**src/rtl/alu_pkg.sv**
```systemverilog
// Shared opcode encodings and flag-vector layout for the pipelined ALU.
package alu_pkg;

    localparam logic [2:0] OP_ADD  = 3'd0;
    localparam logic [2:0] OP_AND  = 3'd1;
    localparam logic [2:0] OP_SRA  = 3'd2;
    localparam logic [2:0] OP_ZERO = 3'd3;
    localparam logic [2:0] OP_SUB  = 3'd4;
    localparam logic [2:0] OP_OR   = 3'd5;
    localparam logic [2:0] OP_XOR  = 3'd6;
    localparam logic [2:0] OP_MUL  = 3'd7;

    localparam int FLAG_W = 4;
    localparam int FLG_Z  = 0;
    localparam int FLG_N  = 1;
    localparam int FLG_C  = 2;
    localparam int FLG_V  = 3;

endpackage

```
**src/rtl/alu_core.sv**
```systemverilog
// Combinational ALU datapath: op/a/b -> result, {V,C,N,Z}, err. MUL only when ALU_PIPE_MUL_EN.
// Latency: none (pure combinational). Backpressure: not applicable.
// Without ALU_PIPE_MUL_EN, op 7 yields result 0 with err set.
module alu_core
    import alu_pkg::*;
#(
    parameter int W = 32
) (
    input  logic [2:0]        op,
    input  logic [W-1:0]      a,
    input  logic [W-1:0]      b,
    output logic [W-1:0]      result,
    output logic [FLAG_W-1:0] flags,
    output logic              err
);

    localparam int SHW = $clog2(W);

    logic [W:0] sum;
    logic [W:0] diff;
    logic       c;
    logic       v;

    always_comb begin
        sum    = {1'b0, a} + {1'b0, b};
        diff   = {1'b0, a} - {1'b0, b};
        result = '0;
        c      = 1'b0;
        v      = 1'b0;
        err    = 1'b0;
        case (op)
            OP_ADD: begin
                result = sum[W-1:0];
                c      = sum[W];
                v      = (a[W-1] == b[W-1]) && (sum[W-1] != a[W-1]);
            end
            OP_SUB: begin
                // The extra top bit of diff is the borrow; C is its inverse.
                result = diff[W-1:0];
                c      = ~diff[W];
                v      = (a[W-1] != b[W-1]) && (diff[W-1] != a[W-1]);
            end
            OP_AND:  result = a & b;
            OP_OR:   result = a | b;
            OP_XOR:  result = a ^ b;
            OP_SRA:  result = $signed(a) >>> b[SHW-1:0];
            OP_ZERO: result = '0;
            OP_MUL: begin
`ifdef ALU_PIPE_MUL_EN
                result = a * b;
`else
                err    = 1'b1;
`endif
            end
            default: result = '0;
        endcase
        flags        = '0;
        flags[FLG_Z] = (result == '0);
        flags[FLG_N] = result[W-1];
        flags[FLG_C] = c;
        flags[FLG_V] = v;
    end

endmodule

```
**src/rtl/alu_pipe.sv**
```systemverilog
// Two-stage pipelined ALU for one VLIW slot (S1 operand regs, S2 result regs); MUL via ALU_PIPE_MUL_EN.
// Latency: 2 cycles from input handshake to out_valid; throughput 1 per cycle.
// Backpressure: out_ready low freezes S2; S1 holds once full and in_ready drops.
module alu_pipe
    import alu_pkg::*;
#(
    parameter int W = 32
) (
    input  logic              clk,
    input  logic              rst_n,
    input  logic              in_valid,
    output logic              in_ready,
    input  logic [2:0]        op,
    input  logic [W-1:0]      in1,
    input  logic [W-1:0]      in2,
    output logic              out_valid,
    input  logic              out_ready,
    output logic [W-1:0]      ans,
    output logic [FLAG_W-1:0] flags,
    output logic              err
);

    logic              s1_valid;
    logic [2:0]        s1_op;
    logic [W-1:0]      s1_a;
    logic [W-1:0]      s1_b;
    logic              s2_adv;
    logic              in_fire;
    logic [W-1:0]      core_result;
    logic [FLAG_W-1:0] core_flags;
    logic              core_err;

    assign s2_adv   = s1_valid && (!out_valid || out_ready);
    assign in_ready = !s1_valid || s2_adv;
    assign in_fire  = in_valid && in_ready;

    always_ff @(posedge clk or negedge rst_n) begin
        if (!rst_n) begin
            s1_valid <= 1'b0;
            s1_op    <= '0;
            s1_a     <= '0;
            s1_b     <= '0;
        end else begin
            if (in_fire) begin
                s1_valid <= 1'b1;
                s1_op    <= op;
                s1_a     <= in1;
                s1_b     <= in2;
            end else if (s2_adv) begin
                s1_valid <= 1'b0;
            end
        end
    end

    alu_core #(.W(W)) u_core (
        .op     (s1_op),
        .a      (s1_a),
        .b      (s1_b),
        .result (core_result),
        .flags  (core_flags),
        .err    (core_err)
    );

    // Result registers move only when S1 hands over; a consumed-but-not-refilled slot just drops valid.
    always_ff @(posedge clk or negedge rst_n) begin
        if (!rst_n) begin
            out_valid <= 1'b0;
            ans       <= '0;
            flags     <= '0;
            err       <= 1'b0;
        end else begin
            if (s2_adv) begin
                out_valid <= 1'b1;
                ans       <= core_result;
                flags     <= core_flags;
                err       <= core_err;
            end else if (out_ready) begin
                out_valid <= 1'b0;
            end
        end
    end

endmodule

```
**config.mk**
```make
export PLATFORM = sky130hd
export DESIGN_NAME = alu_pipe
export DESIGN_NICKNAME = d
export VERILOG_FILES = /design/src/rtl/alu_pkg.sv /design/src/rtl/alu_core.sv /design/src/rtl/alu_pipe.sv
export SDC_FILE = /design/constraint.sdc
export NUM_CORES = 1
export LEC_CHECK = 0
export ABC_AREA = 1
export BUFFER_PORTS_ARGS = -buffer_cell sky130_fd_sc_hd__buf_2
export CORE_MARGIN = 5
export CORE_UTILIZATION = 50
export DETAILED_ROUTE_END_ITERATION = 16
export GPL_TIMING_DRIVEN = 0
export PLACE_DENSITY = 0.71
export REMOVE_ABC_BUFFERS = 1
export SYNTH_ARGS = -nofsm -noshare
export SYNTH_HDL_FRONTEND = slang
export SYNTH_SLANG_ARGS = --single-unit
```
**constraint.sdc**
```tcl
create_clock -name clk -period 2.35 [get_ports clk]
set_input_delay 0.235 -clock clk [delete_from_list [all_inputs] [get_ports clk]]
set_output_delay 0.235 -clock clk [all_outputs]
set_load 0.02 [all_outputs]
```
* Yosys cells after proc, flatten, opt, wreduce, memory -nomap -nowiden *
Cells that the tools add are included.
Widths: inputs -> output; s select.

cells by class
  add/subtract/negate cells = 2
  eq/ne operators = 10
  shifts and indexed selects = 1
  muxes and demuxes = 8
  bitwise logic cells = 4
  reduce and logical (&&, ||, !) cells = 12

operator list
  cell                count
  $pmux 32 s6         1
  $add 32x32->33      1
  $sub 32x32->33      1
  $and 32x32->32      1
  $logic_not 32->1    1
  $or 32x32->32       1
  $sshr 32x5->32      1
  $xor 32x32->32      1
  $eq 3x3->1 const B  4
  $mux 1              5
  $logic_and 1x1->1   4
  $pmux 1 s2          2
  $reduce_bool 2->1   2
  $eq 3x1->1 const B  1
  $eq 3x2->1 const B  1
  $logic_not 3->1     1
  $ne 1x1->1          3
  $logic_not 1->1     2
  $logic_or 1x1->1    2
  $eq 1x1->1          1
  $not 1->1           1

word-level totals
  flip-flop bits (word level) = 106
  input bits = 71
  output and inout bits = 39
  logic and storage cells = 45

* Logic depth before layout (Yosys ltp) *
Gate-level depths: netlist (run 1).

  depth in word-level cells = 6
  depth in mapped cells = 22
  mapped depth without buffers = 21

* By module *
A second synthesis (run 1) with hierarchy kept.

second synthesis, totals
  cell total of the unflattened synthesis = 2193
  area, all modules = 12756.0 um^2

modules (own cells, without submodules)
  module    instances  cells an instance  area each (um^2)  seq. area each (um^2)
  alu_core  1          1734               8597.0            0.0
  alu_pipe  1          459                4159.0            2652.5

* Least setup slack after synthesis (run 1) *
No wires, ideal clock.

  path kind = reg-to-reg
  start = register s1_b[4]
  end = register flags[0]
  library setup time = 65 ps
  arrival time = 2483 ps
  data required time = 2285 ps
  path slack = -198 ps
  cell stages (with the launch flop) = 20
  buffers on the path = 2
  period minus slack after synthesis = 2548 ps
  cell sequence = dfrtp_1 buf_2 clkinv_1 clkbuf_1 ha_1 nor2_1 nand3_1 nand3b_4 nand2_1 nand2_1 nand2_1 nand3_1 nand3_1 nor2_1 nand2_1 nor2_1 nand2_1 nor2_1 nand3_1 nand2_1

between the ends
  longest elaborated chain between the ends = 3
  elaborated cells on any way between the ends = 8
  classes of those cells = add/sub (2); shift (1); mux (1); bitwise (3); reduce/logical (1)

ends and longest elaborated chain
  what                                    line            text
  start, declared                         alu_pipe.sv:26  logic [W-1:0] s1_b;
  start signal, assigned                  alu_pipe.sv:48  s1_b <= in2;
  $sub 32x32->33 (tied with other cells)  alu_core.sv:26  diff = {1'b0, a} - {1'b0, b};
  $pmux 32 s6 (*)                         alu_core.sv:31  case (op)
  $logic_not 32->1 (*)                    alu_core.sv:58  flags[FLG_Z] = (result == '0);
  end signal, assigned                    alu_pipe.sv:75  flags <= core_flags;
  end, declared                           alu_pipe.sv:19  output logic [FLAG_W-1:0] flags,

Every way passes the cells marked *; elsewhere a longest branch is shown, timed or not.
A chain may end at the register's enable or synchronous reset.

* Worst setup path after layout (run 1) *
  start = register s1_b[0]
  end = register flags[0]

The elaborated chain is that of the path after synthesis.

==> summary.txt, run 1 <==
Synthesis
  – Commonest cells in the synthesized netlist: sky130_fd_sc_hd__nand2_1, sky130_fd_sc_hd__nand3_1, sky130_fd_sc_hd__inv_1
  – Cell count after synthesis: between 2,000 and 2,500
  – Sequential share of the synthesized area: 21.3%
  – Number of synthesized flops with an enable pin: 0
  – Post-synthesis async set-or-reset flop share: 100%
  – Area share of the largest cell type after synthesis: 21.3%
  – Prevailing post-synth register cell: sky130_fd_sc_hd__dfrtp_1
  – Count of warnings emitted by yosys: 0
  – Number of synthesized register bits: 105
  – Cell area after synthesis: around 12,000 sq um
  – Most common cell in the netlist: sky130_fd_sc_hd__nand2_1
  – Mean instance size in the synthesized netlist: 5.84 sq um
  – Synth unique cells: between 40 and 50
  – Ranking of synthesized cells by area: sky130_fd_sc_hd__dfrtp_1, sky130_fd_sc_hd__nand2_1, sky130_fd_sc_hd__nand3_1, sky130_fd_sc_hd__ha_1, sky130_fd_sc_hd__inv_1
  – Cell taking the most area after synthesis: sky130_fd_sc_hd__dfrtp_1

Critical path
  – Critical Path Fanout Max: 4
  – Data arrival time of the critical path: 3.00 ns
  – Worst Path Buf+Inv: 2
  – Crit path cell chain: ha_4 > inv_2 > fa_2 > inv_4 > nand2_4 > nand3_4 > nand4_1 > nand2_2 > nand2_2 > nand3_1 > nand2_2 > nor2_4 > nand2_1 > nor2_1 > nand3_1 > nor2_2 > nand3_1 > nand2_1
  – Delay contributed by the slowest stage of the critical path: approximately 0.47 ns
  – Max stage delay cell, worst path: sky130_fd_sc_hd__dfrtp_4
  – Critical path's top delay family: simple AND/OR/NAND/NOR gates
  – Critical path start-end classification: reg2reg
  – Critical Path Start Type: flip-flop
  – Setup crit end kind: flip-flop
  – Required time at the worst-slack endpoint: ~2.7 ns

STA
  – Final number of setup-violating endpoints: 8
  – Post-route clock skew: 0.0143 ns
  – Setup ws final: -0.339 ns
  – Final cycle utilization of the critical path: 114%
  – Pins over their slew limit: 0
  – Unrepaired setup endpoints after global routing: yes
  – Peak clock frequency supported by timing: 372 MHz
  – Rel. slew slack: between 50% and 60%
  – Clock period minus final worst setup slack: about 2.7 ns
  – Transition time at the pin with the least slew margin: 0.735 ns
  – Final count of hold timing violations: 0

Clock network
  – Clock latency of the later-clocked register in the worst-skew pair: roughly 0.38 ns
  – Clock-pin slew on the worst setup and hold paths: around 0.090 ns
  – Total CTS buffers: 9
  – H-Tree Level Count: 3
  – Root Driver: sky130_fd_sc_hd__clkbuf_16
  – CTS max path bufs: 2
  – TritonCTS clock tree: built
  – Clock sinks: between 100 and 150

Drt
  – Detailed-route DRC error count: 0
  – Total via count after detailed routing: about 15,000
  – DRT Pass-1 Iters: 8
  – Initial drt markers: 1,610
  – Detail-routed net length per standard cell: about 20 um
  – Post-DRT Antenna Nets: 0
  – Total length of routed wires: 51,900 um
  – Via/cell ratio: 5.75

Pwr
  – Maximum VDD drop: 0.526 mV
  – Static Leak: ~0.0082 uW
  – Ratio of total power to cell area: around 860 nW/um^2

Floorplan
  – Ports: 110
  – Number of core rows: 57
  – Die X-Extent: ~170 um
  – Area of the die: 27,900 sq um
  – Initial core utilization: between 50% and 60%
  – Core Region: around 24,000 sq um
  – Die outline height: between 150 and 200 um

Worst hold path
  – Worst min-delay path category: in2reg

Finish
  – Fraction of layout cells with a size suffix above 1: between 20% and 30%
  – Signed area change from the synthesized netlist to the final layout: 26.0%
  – Net total in the final layout: 2,427
  – Antenna diodes: 0
  – Final standard cell utilization of the core: ~64%
  – Final standard cell area without fillers: between 15,000 and 20,000 sq um

Outcome
  – Violations in the final reports: negative setup slack
  – Status: complete, but fails checks

Global routing
  – Via count of the first global-routing pass: between 10,000 and 15,000
  – Initial antenna violation count: 1
  – Pin count of the biggest net entering global routing: a little under 90
  – Global-route wire length before repair: 77,400 um
  – Total global routing overflow: 0
  – Global Route Usage Sum: 35.4%

Placed design
  – HPWL after detailed placement: about 37,000 um
  – Port bufs: approximately 110
  – Gp weighted congestion: 0.991
  – Total cell area at the placement stage: 12,900 sq um

Job
  – Max Cap Violations: 0
==> flip-flops by register name, indices dropped and copies added (netlist names) <==
name	count
flags	4
s1_op	3
s1_b	32
err	1
out_valid	1
s1_valid	1
ans	31
s1_a	32
==> through the flow <==
| step | setup WS, ns | std cells | setup TNS (ns) | hold slack, ns | power (uW) |
|---|---|---|---|---|---|
| global placement | -2.31 | 2451 | -183.89 | 0.457 | 9620 |
| CTS | -0.285 | 2541 | -0.521 | 0.0981 | 12300 |
| detailed placement | -2.19 | 2453 | -55.25 | 0.312 | 9670 |
| floorplan | -0.949 | 2018 | -80.03 | -0.0606 | 7380 |
| global route | -0.459 | 2578 | -2.18 | 0.109 | 14100 |
| finish | -0.339 | 2578 | -0.964 | 0.0949 | 13300 |
==> power breakdown <==
group,total [uW],internal (uW),switching (uW)
Sequential,2580,2250,332
Combinational,9090,3040,6050
Clock,1640,752,886
Total,13300,6040,7270
==> metal layers <==
layer	global-route usage [%]	share of wire (%)
met5	0	0.025
met2	55.6	44
met1	48.0	41
met3	8.04	12
met4	12.4	4.2
==> layout by cell type, fill, tap and decap left out, types with 28 or more instances in the layout <==
cell type                   n
sky130_fd_sc_hd__nand2_1  622
sky130_fd_sc_hd__nand3_1  266
sky130_fd_sc_hd__inv_1    245
sky130_fd_sc_hd__nor2_1   168
sky130_fd_sc_hd__a21oi_1  119
sky130_fd_sc_hd__buf_2    108
sky130_fd_sc_hd__buf_4     87
sky130_fd_sc_hd__ha_1      72
sky130_fd_sc_hd__dfrtp_1   71
sky130_fd_sc_hd__nand2_2   64
sky130_fd_sc_hd__nand3_2   42
sky130_fd_sc_hd__nor2_2    31
sky130_fd_sc_hd__ha_4      29
sky130_fd_sc_hd__dfrtp_2   29
sky130_fd_sc_hd__inv_2     28
==> final timing paths <==
kind	startpoint	slack (ns)	endpoint	depth (start not counted)
worst min register to register	ans[25]	0.48	ans[25]	2
min in group asynchronous	rst_n	0.43	s1_a[8]	2
worst max-delay path	s1_b[0]	-0.34	flags[0]	18
max in group asynchronous	rst_n	1.17	s1_a[28]	3
worst min-delay path	in2[21]	0.09	s1_b[21]	3
worst max register to register	s1_b[0]	-0.34	flags[0]	18
==> layout make-up <==
cell class / count / area (sq um)
tap: 324 / 405
multi-input combinational: 1623 / 9430
sequential: 105 / 2680
clock buffer: 10 / 229
inverter: 292 / 1210
clock inverter: 6 / 61.3
timing repair buffer: 212 / 1480
fill: 2327 / 8780
timing repair inverter: 6 / 47.5
==> tightest hold or removal path: cells and delay by family <==
family | cells | cell delay [ns]
compound gates | 1 | 0.09
simple gates | 1 | 0.03
buf+inv | 1 | 0.07
==> cells by family (layout without fill, tap and decap cells) <==
family / Yosys count / count (layout) / synth area share, %
simple gates: 1284 / 1286 / 44.2
buf+inv: 384 / 526 / 12.8
compound gates: 228 / 228 / 10.5
fa+ha+maj: 107 / 107 / 11.0
flops: 105 / 105 / 21.3
xor+xnor: 2 / 2 / 0.142
==> timing repair <==
| item | in CTS | in global routing |
|---|---|---|
| buffers inserted | 63 | 37 |
| hold buffers | 1 | 0 |
| pin swaps | 32 | 45 |
| resized for setup | 236 | 176 |
| hold endpoints to repair | 50 | 0 |
| endpoints found under the setup margin | 35 | 35 |
| gates cloned | 8 | 0 |
No activity file was read; power rests on OpenSTA's default activity.
==> inputs of run 2 (changes only) <==
--- a/config.mk
+++ b/config.mk
@@ -11,7 +11,7 @@
 export CORE_UTILIZATION = 50
 export DETAILED_ROUTE_END_ITERATION = 16
 export GPL_TIMING_DRIVEN = 0
-export PLACE_DENSITY = 0.71
+export PLACE_DENSITY = 0.74
 export REMOVE_ABC_BUFFERS = 1
 export SYNTH_ARGS = -nofsm -noshare
 export SYNTH_HDL_FRONTEND = slang
==> summary.txt, run 2 (synthesized netlist as in run 1, its figures left out) <==
Outcome
  – Status: complete, but fails checks
  – Violations in the final reports: negative setup slack

Drt
  – Detailed-route DRC error count: 0
  – Met3 wire len: roughly 5600 um
  – DRT Pass-1 Iters: 6
  – Met2 routed WL: 22,700 um
  – Detail-routed net length per standard cell: 20.3 um
  – Initial drt markers: about 1,600
  – Total length of routed wires: around 52,000 um
  – Post-DRT Antenna Nets: 0
  – Total via count after detailed routing: 14,800
  – Via/cell ratio: 5.77
  – Met1 wire length: around 22,000 um
  – Top routing layer in use: met4

Critical path
  – Critical Path Fanout Max: 4
  – Critical path's top delay family: simple AND/OR/NAND/NOR gates
  – Cell mode on critical path: sky130_fd_sc_hd__nor2_2
  – Critical Path Start Type: flip-flop
  – Required time at the worst-slack endpoint: 2.66 ns
  – Critical path start-end classification: reg2reg
  – Crit path cell chain: inv_2 > ha_4 > inv_4 > fa_2 > nand2_2 > nand2_4 > and2_4 > nand2_4 > nand3_4 > o21bai_1 > nor2_2 > nor2_4 > nand2_2 > nor2_2 > nand3_1 > nor2_2 > nand3_1 > nand2_1
  – Critical path origin: s1_a[0]
  – Worst Path Buf+Inv: 2
  – Setup crit end kind: flip-flop
  – Startpoint of the worst-slack reg-to-reg timing path: s1_a[0]
  – Max stage delay cell, worst path: sky130_fd_sc_hd__dfrtp_2
  – Delay contributed by the slowest stage of the critical path: between 0.4 and 0.5 ns
  – Data arrival time of the critical path: around 3 ns

STA
  – Final number of setup-violating endpoints: 6
  – Pins over their slew limit: 0
  – Setup ws final: -0.332 ns
  – Worst Hold Slack: ~0.089 ns
  – Unrepaired setup endpoints after global routing: yes
  – Final count of hold timing violations: 0
  – Transition time at the pin with the least slew margin: about 0.75 ns
  – Post-route clock skew: 0.0179 ns
  – Final cycle utilization of the critical path: 114%
  – Peak clock frequency supported by timing: roughly 370 MHz
  – Rel. slew slack: between 40% and 50%
  – Clock period minus final worst setup slack: around 2.7 ns

Pwr
  – Static Leak: 0.00823 uW
  – Internal: 6140 uW
  – Maximum VDD drop: just under 0.5 mV
  – Sw frac: between 50 and 60%
  – Sequential Power Share: 19.1%
  – Proportion of power drawn by the clock network: 11.9%
  – Ratio of total power to cell area: ~860 nW/um^2
  – Portion of total power attributed to combinational logic: 69.0%
  – Sw power: roughly 7400 uW

Finish
  – Antenna diodes: 0
  – Fin cells: 2,572
  – Biggest regs: s1_a (32), s1_b (32), ans (31)
  – Commonest cells after routing, fill and taps aside: sky130_fd_sc_hd__nand2_1, sky130_fd_sc_hd__nand3_1, sky130_fd_sc_hd__inv_1, sky130_fd_sc_hd__nor2_1, sky130_fd_sc_hd__a21oi_1
  – Signed area change from the synthesized netlist to the final layout: 27.2%
  – Net total in the final layout: around 2,400
  – Leading cell type in the layout, fill and taps excluded: sky130_fd_sc_hd__nand2_1
  – Fraction of layout cells with a size suffix above 1: 26.4%

Floorplan
  – Ports: between 100 and 150
  – Initial core utilization: 50.7%
  – Die X-Extent: 167 um
  – Core Region: 24,300 sq um
  – Number of core rows: 57
  – Die outline height: roughly 170 um
  – Area of the die: ~28,000 sq um

Clock network
  – TritonCTS clock tree: built
  – CTS max path bufs: 2
  – Root Driver: sky130_fd_sc_hd__clkbuf_16
  – H-Tree Level Count: 3
  – Clock-pin slew on the worst setup and hold paths: around 0.1 ns
  – Total CTS buffers: 9
  – Clock sinks: around 110
  – Clock latency of the later-clocked register in the worst-skew pair: slightly below 0.4 ns

Job
  – Max Cap Violations: 0

Global routing
  – Total global routing overflow: 0
  – Initial antenna violation count: 0
  – Global Route Usage Sum: 35.6%
  – Via count of the first global-routing pass: between 10,000 and 15,000
  – Pin count of the biggest net entering global routing: 82
  – Global-route wire length before repair: roughly 78,000 um

Worst hold path
  – Worst min-delay path category: in2reg
  – Hold path startpoint: in2[9]

Placed design
  – Instance count after placement with tap cells included: 2,455
  – HPWL after detailed placement: between 30,000 and 40,000 um
  – Port bufs: around 110
  – Gp weighted congestion: 1.01
==> run 2: cell count changes in the layout (fill, tap and decap cells not counted), sizes merged <==
cell and change:
buf -6, clkinv -1, nor2 -1, inv +7
clkinvlp -5
==> run 2: area by class of cell <==
type                       count  area (sq um)
inverter                     292          1180
clock inverter                 6          61.3
timing repair buffer         206          1450
multi-input combinational   1622          9620
clock buffer                  10           229
timing repair inverter         7          56.3
sequential                   105          2680
fill                        2282          8630
tap                          324           405
==> run 2: metal layers <==
metal,vias to the layer above,track usage [%]
li1,7003,-
met1,6937,47.7
met2,756,54.6
met3,148,10.0
met4,0,13.9
met5,-,0
==> run 2: metrics by stage <==
step / setup TNS [ns] / utilization, % / instance area (sq um) / power (uW) / setup WS (ns)
global placement: -183.50 / 52.6 / 12800 / 9640 / -2.39
floorplan: -80.03 / - / 11800 / 7380 / -0.949
CTS: -0.742 / 60.3 / 14700 / 12400 / -0.266
global route: -2.03 / 64.5 / 15700 / 14400 / -0.437
detailed placement: -55.24 / 53.1 / 12900 / 9730 / -2.25
finish: -1.13 / 64.5 / 15700 / 13600 / -0.332
==> run 2: worst paths after layout <==
path	endpoint	slack [ns]	cells after the start
setup / recovery	flags[0]	-0.33	18
hold / removal	s1_b[9]	0.09	3
setup reg to reg	flags[0]	-0.33	18
hold reg to reg	flags[3]	0.48	1
max in group asynchronous	s1_b[3]	1.16	3
min in group asynchronous	s1_b[9]	0.42	2
==> run 2: worst register-to-register path: cells and delay by family (launching register included) <==
kind	cells	cell delay (ns)
adders and majority gates	2	0.48
and+or+nand+nor	13	1.40
AOI/OAI and AO/OA	1	0.19
DFF	1	0.45
buffers and inverters	2	0.13
==> run 2: repair_timing <==
| action | in CTS | in global routing |
|---|---|---|
| endpoints found under the setup margin | 35 | 35 |
| pin swaps | 43 | 69 |
| cloned | 8 | 0 |
| buffers inserted | 56 | 36 |
| gates resized for setup | 257 | 200 |
| hold buffers | 1 | 0 |
| hold endpoints to repair | 53 | 0 |
==> run 2: power groups by stage <==
stage          logic (uW)  clock network, uW  registers (uW)
2_1_floorplan        4440                  0            2940
3_3_place_gp         6900                  0            2740
3_5_place_dp         6970                  0            2750
4_1_cts              8180               1630            2600
5_1_grt             10000               1720            2640
6_report             9360               1620            2580
